===== src/rtl/uart_tx_scheduler_if.sv =====
// Requester / UART-TX side bundle of the shared transmitter scheduler.
// The slave modport is the scheduler; the master modport is the environment.
interface uart_tx_scheduler_if #(
    parameter int NREQ = 4,
    parameter int DW   = 8
);
    localparam int GW = $clog2(NREQ);

    logic [NREQ-1:0]    req;
    logic [NREQ*DW-1:0] req_data;
    logic [NREQ-1:0]    ack;
    logic               tx_start;
    logic [DW-1:0]      tx_data;
    logic               tx_done;
    logic               busy;
    logic [GW-1:0]      gnt_id;
    logic               timeout_err;

    modport master (
        output req, req_data, tx_done,
        input  ack, tx_start, tx_data, busy, gnt_id, timeout_err
    );

    modport slave (
        input  req, req_data, tx_done,
        output ack, tx_start, tx_data, busy, gnt_id, timeout_err
    );
endinterface


===== src/rtl/uart_tx_scheduler.sv =====
// Round-robin sharing of one UART transmitter between NREQ byte producers,
// one byte per grant, with a watchdog that aborts a frame if tx_done never comes.
module uart_tx_scheduler #(
    parameter int NREQ    = 4,
    parameter int DW      = 8,
    parameter int TIMEOUT = 4096
) (
    input  logic             clk,
    input  logic             rst,
    uart_tx_scheduler_if.slave bus
);
    localparam int          GW = $clog2(NREQ);
    localparam int          TW = $clog2(TIMEOUT);
    localparam int unsigned N  = NREQ;

    localparam logic [2:0] S_IDLE    = 3'd0;
    localparam logic [2:0] S_START   = 3'd1;
    localparam logic [2:0] S_WAIT    = 3'd2;
    localparam logic [2:0] S_DONE_OK = 3'd3;
    localparam logic [2:0] S_DONE_TO = 3'd4;

    logic [2:0]      state;
    logic [GW-1:0]   last_gnt;
    logic [GW-1:0]   gnt_r;
    logic [DW-1:0]   data_r;
    logic [TW-1:0]   timer;
    logic [TW-1:0]   timer_nx;

    logic [GW-1:0]   sel;
    logic            sel_vld;
    logic [DW-1:0]   data_sel;
    logic [NREQ-1:0] ack_c;

    // Scan last_gnt+1, +2, ... with wrap; the first requester found wins.
    always_comb begin
        int unsigned idx;
        idx     = 0;
        sel     = '0;
        sel_vld = 1'b0;
        for (int unsigned k = 1; k <= N; k++) begin
            idx = 32'(last_gnt) + k;
            if (idx >= N) idx = idx - N;
            if (!sel_vld && bus.req[GW'(idx)]) begin
                sel_vld = 1'b1;
                sel     = GW'(idx);
            end
        end
    end

    always_comb begin
        data_sel = '0;
        for (int unsigned i = 0; i < N; i++) begin
            if (GW'(i) == sel) data_sel = bus.req_data[i*DW +: DW];
        end
    end

    assign timer_nx = timer + TW'(1);

    always_ff @(posedge clk) begin
        if (rst) begin
            state    <= S_IDLE;
            last_gnt <= GW'(NREQ - 1);
            gnt_r    <= '0;
            data_r   <= '0;
            timer    <= '0;
        end else begin
            case (state)
                S_IDLE: begin
                    if (sel_vld) begin
                        gnt_r  <= sel;
                        data_r <= data_sel;
                        state  <= S_START;
                    end
                end
                S_START: begin
                    timer <= '0;
                    state <= S_WAIT;
                end
                // Abort compares the incremented count so WAIT lasts TIMEOUT-1 cycles.
                S_WAIT: begin
                    timer <= timer_nx;
                    if (bus.tx_done) state <= S_DONE_OK;
                    else if (timer_nx == TW'(TIMEOUT - 1)) state <= S_DONE_TO;
                end
                S_DONE_OK, S_DONE_TO: begin
                    last_gnt <= gnt_r;
                    state    <= S_IDLE;
                end
                default: state <= S_IDLE;
            endcase
        end
    end

    always_comb begin
        ack_c = '0;
        if (state == S_DONE_OK) ack_c[gnt_r] = 1'b1;
    end

    assign bus.ack         = ack_c;
    assign bus.tx_start    = (state == S_START);
    assign bus.tx_data     = data_r;
    assign bus.busy        = (state != S_IDLE);
    assign bus.gnt_id      = gnt_r;
    assign bus.timeout_err = (state == S_DONE_TO);
endmodule


===== src/flat_wrapper.sv =====
// flat-port wrapper written by rule: the top's interface ports become plain ports
module uart_tx_scheduler_flat 
#(
    parameter int NREQ    = 4,
    parameter int DW      = 8,
    parameter int TIMEOUT = 4096
)
  (clk, rst, bus_req, bus_req_data, bus_tx_done, bus_ack, bus_tx_start, bus_tx_data, bus_busy, bus_gnt_id, bus_timeout_err);
  uart_tx_scheduler_if #(.NREQ(NREQ), .DW(DW)) bus_i ();
  input  logic clk;
  input  logic rst;
  input wire logic [$bits(bus_i.req)-1:0] bus_req;
  input wire logic [$bits(bus_i.req_data)-1:0] bus_req_data;
  input wire logic [$bits(bus_i.tx_done)-1:0] bus_tx_done;
  output wire logic [$bits(bus_i.ack)-1:0] bus_ack;
  output wire logic [$bits(bus_i.tx_start)-1:0] bus_tx_start;
  output wire logic [$bits(bus_i.tx_data)-1:0] bus_tx_data;
  output wire logic [$bits(bus_i.busy)-1:0] bus_busy;
  output wire logic [$bits(bus_i.gnt_id)-1:0] bus_gnt_id;
  output wire logic [$bits(bus_i.timeout_err)-1:0] bus_timeout_err;
  assign bus_i.req = bus_req;
  assign bus_i.req_data = bus_req_data;
  assign bus_i.tx_done = bus_tx_done;
  assign bus_ack = bus_i.ack;
  assign bus_tx_start = bus_i.tx_start;
  assign bus_tx_data = bus_i.tx_data;
  assign bus_busy = bus_i.busy;
  assign bus_gnt_id = bus_i.gnt_id;
  assign bus_timeout_err = bus_i.timeout_err;
  uart_tx_scheduler #(.NREQ(NREQ), .DW(DW), .TIMEOUT(TIMEOUT)) u_core (.clk(clk), .rst(rst), .bus(bus_i));
endmodule

===== config.mk =====
export PLATFORM = sky130hd
export DESIGN_NAME = uart_tx_scheduler_flat
export DESIGN_NICKNAME = d
export VERILOG_FILES = /design/src/rtl/uart_tx_scheduler_if.sv /design/src/rtl/uart_tx_scheduler.sv /design/src/flat_wrapper.sv
export SDC_FILE = /design/constraint.sdc
export NUM_CORES = 1
export LEC_CHECK = 0
export BUFFER_PORTS_ARGS = -buffer_cell sky130_fd_sc_hd__buf_2
export CAP_MARGIN = 5
export CORE_MARGIN = 5
export CORE_UTILIZATION = 55
export CTS_CLUSTER_DIAMETER = 120
export DETAILED_ROUTE_END_ITERATION = 12
export GPL_ROUTABILITY_DRIVEN = 0
export GPL_TIMING_DRIVEN = 1
export PLACE_DENSITY = 0.9
export SLEW_MARGIN = 25
export SYNTH_ARGS = -nofsm -noshare
export SYNTH_HDL_FRONTEND = slang
export SYNTH_SLANG_ARGS = --single-unit
export TNS_END_PERCENT = 30

===== constraint.sdc =====
create_clock -name clk -period 2.84 [get_ports clk]
set_clock_uncertainty 0.15 [all_clocks]
set_input_delay 0.284 -clock clk [delete_from_list [all_inputs] [get_ports clk]]
set_output_delay 0.284 -clock clk [all_outputs]
set_load 0.005 [all_outputs]

==> flow_metrics.env <==
export IMPL_num_fill_cells=289
export IMPL_rsz0062_at_grt="false"
export IMPL_vias=1882
export IMPL_crit_required_ps=2410
export IMPL_final_max_slew_viol_count=0
export IMPL_drc=0
export IMPL_p_leak_uw=0.000826
export IMPL_die_area_sq_mm=0.00465
export IMPL_peakVddDrop_mv=0.245
export IMPL_tightest_slew_ps=795
export IMPL_clock_root_buffer="clkbuf_4"
export IMPL_slew_headroom=0.469
export IMPL_async_flop_share=0
export IMPL_synth_most_common_cell="nand2_1"
export IMPL_crit_arrival_ps=1970
export IMPL_chipWidth_um=68.2
export IMPL_ys_warn_count=0
export IMPL_synth_xor_xnor_area_share=0.0188
export IMPL_ys_seq_elements=27
export IMPL_synth_top_family_by_area="compound AO/OA/AOI/OAI gates"
export IMPL_start_util=0.563
export IMPL_cts_htree_levels=1
export IMPL_crit_chain="nand2b_1, nor3_1, buf_2"
export IMPL_synth_main_ff_cell="dfxtp_1"
export IMPL_antenna_found_initial=0
export IMPL_drt_initial_drc_count=165
export IMPL_crit_buf_inv=1
export IMPL_synth_edf_count=0
export IMPL_yosysSeqAreaShare=0.290
export IMPL_die_y_um=68.2
export IMPL_synthSimpleGateAreaFrac=0.249
export IMPL_clkPwrFrac=0.180
export IMPL_holdBufCountCts=0
export IMPL_synth_area_mux_share=0.0966
export IMPL_fin_crit_sh=0.846
export IMPL_yosysTopAreaCell="dfxtp_1"
export IMPL_fp_coreArea_sq_mm=0.00331
export IMPL_hold_violations=0
export IMPL_crit_path_max_incr_delay_ps=870
export IMPL_grt_first_pass_wirelength_um=7480
export IMPL_clk_pin_slew_ps=160
export IMPL_cts_tree="built"
export IMPL_drive_above_1_share=0.283
export IMPL_antennaDiodeCount=0
export IMPL_place_area_sq_mm=0.00211
export IMPL_synthTopCellsByCount="37 x nand2_1, 27 x dfxtp_1, 20 x a21oi_1, 18 x mux2i_1, 15 x o21ai_0"
export IMPL_syn_nets=275
export IMPL_dp_hpwl_um=3580
export IMPL_path_max_fanout=25
export IMPL_synthDominantCellAreaShare=0.290
export IMPL_maxCapViolCount=0
export IMPL_status="finished, final reports clean"
export IMPL_dr_pass1_iters=4
export IMPL_fin_crit_ps=2400
export IMPL_power_density_mw_per_mm2=456
export IMPL_tns_ps=0
export IMPL_postCtsSetupRepairBufs=0
export IMPL_path_class="reg -> out"
export IMPL_max_freq_ghz=0.416
export IMPL_syn_inst=234
export IMPL_power_internal_uw=619
export IMPL_clk_path_buf_depth=2
export IMPL_crit_path_start_kind="register"
export IMPL_grtUsageTotal=0.207
export IMPL_numCtsBuffers=3
export IMPL_syn_to_final_growth_pct=14.6
export IMPL_gr_total_overflow=0
export IMPL_syn_area_per_cell_sq_um=7.97
export IMPL_netlist_area_sq_mm=0.00186
export IMPL_post_cts_resize_count=0
export IMPL_final_area_sq_mm=0.00214
export IMPL_wl_per_cell_um=14.7
export IMPL_critPathTopFamily="flip-flops"
export IMPL_end_kind="primary output"
export IMPL_seqPwrFrac=0.490
export IMPL_min_path_type="in -> reg"
export IMPL_pwr_share_comb=0.331
export IMPL_antenna_left=0
export IMPL_viasPerCell=5.84
export IMPL_p_switching_uw=356
export IMPL_nets=318
export IMPL_synth_compound_area_frac=0.264
export IMPL_grt_max_degree=26
export IMPL_synthAdderAreaFrac=0.0134
export IMPL_numClockSinks=27
export IMPL_synth_area_top_cells="dfxtp_1 29%, mux2i_1 9.7%, nand2_1 7.4%, o221ai_2 6.4%, a21oi_1 5.4%"
export IMPL_swShare=0.365
export IMPL_clock_latency_ps=340
export IMPL_port_buffers=55
export IMPL_grt_pass1_vias=1599
export IMPL_rows=21
export IMPL_synth_cell_types=48
export IMPL_routed_wl_um=4740
export IMPL_io_pins=56
export IMPL_finalSetupViolations=0
export IMPL_slowest_stage="dfxtp_1"
-- per-layer routing --
| layer | vias up | share of wire | GRT usage |
|---|---|---|---|
| li1 | 941 | - | - |
| met3 | 10 | 0.072 | 0.0263 |
| met1 | 853 | 0.43 | 0.285 |
| met5 | - | 0 | 0 |
| met2 | 78 | 0.48 | 0.327 |
| met4 | 0 | 0.020 | 0.0769 |
-- final timing paths --
kind | startpoint | to | slack (ps) | depth (start not counted)
min reg2reg | u_core.bus.tx_data[6] | u_core.bus.tx_data[6] | 340 | 2
max | u_core.state[1] | bus_ack[3] | 440 | 3
min | bus_req_data[3] | u_core.bus.tx_data[3] | 70 | 3
max reg2reg | u_core.timer[0] | u_core.state[2] | 630 | 6
-- cell type report --
type,instances,area [sq um],area share
tap,46,57.6,0.0269
inverter,8,30.0,0.0141
multi-input combinational,181,1200,0.560
clock buffer,3,22.5,0.0105
sequential,27,541,0.253
timing repair buffer,56,283,0.132
clock inverter,1,7.51,0.00351
-- kinds of logic (layout without fill, tap and decap cells) --
kind of cell,after synthesis,in the layout
DFF,27,27
xor gates and xnor gates,4,4
adders and majority gates,2,2
and+or+nand+nor,90,90
AOI/OAI and AO/OA,67,67
buffers and inverters,26,68
muxes,18,18
-- worst reg2reg max path, stage by stage, from the launching register on --
cell and delay, ps:
dfxtp_1 480, ha_1 310, nand3_1 220, nor3b_1 250, o21ai_1 110, a2111oi_2 360
nor4b_2 260
-- stage by stage --
stage          setup slack, ps  power, uW  instances   util  hold WS, ps
6_report                   438        975        322  0.646         70.2
5_1_grt                    248       1040        322  0.646         64.0
4_1_cts                    432        981        322  0.646         64.2
3_5_place_dp               666        806        318  0.636          296
3_3_place_gp               757        796        318  0.636          294
2_1_floorplan              918        704        234      -          310
-- power by group through the flow --
stage / sequential [uW] / combinational [uW] / clock (uW)
finish: 477 / 322 / 175
global route: 487 / 355 / 203
CTS: 476 / 322 / 182
detailed placement: 485 / 321 / 0
global placement: 483 / 313 / 0
floorplan: 453 / 251 / 0
-- flip-flops by register name, summed over array words and instances, names as in the netlist --
name and count:
u_core.state 3, u_core.timer 12, u_core.bus.tx_data 8, u_core.bus.gnt_id 2, u_core.last_gnt 2
-- placed cells by master, fill, tap and decap left out, drive strengths merged, types with 5 or more instances in the layout --
cell type	instances
inv	8
nor3	5
o21ai	16
o31ai	5
nand2	37
o221ai	8
nor2	14
nand3	7
mux2i	18
buf	56
dfxtp	27
a21oi	21
(Power assumes the default switching activity.)
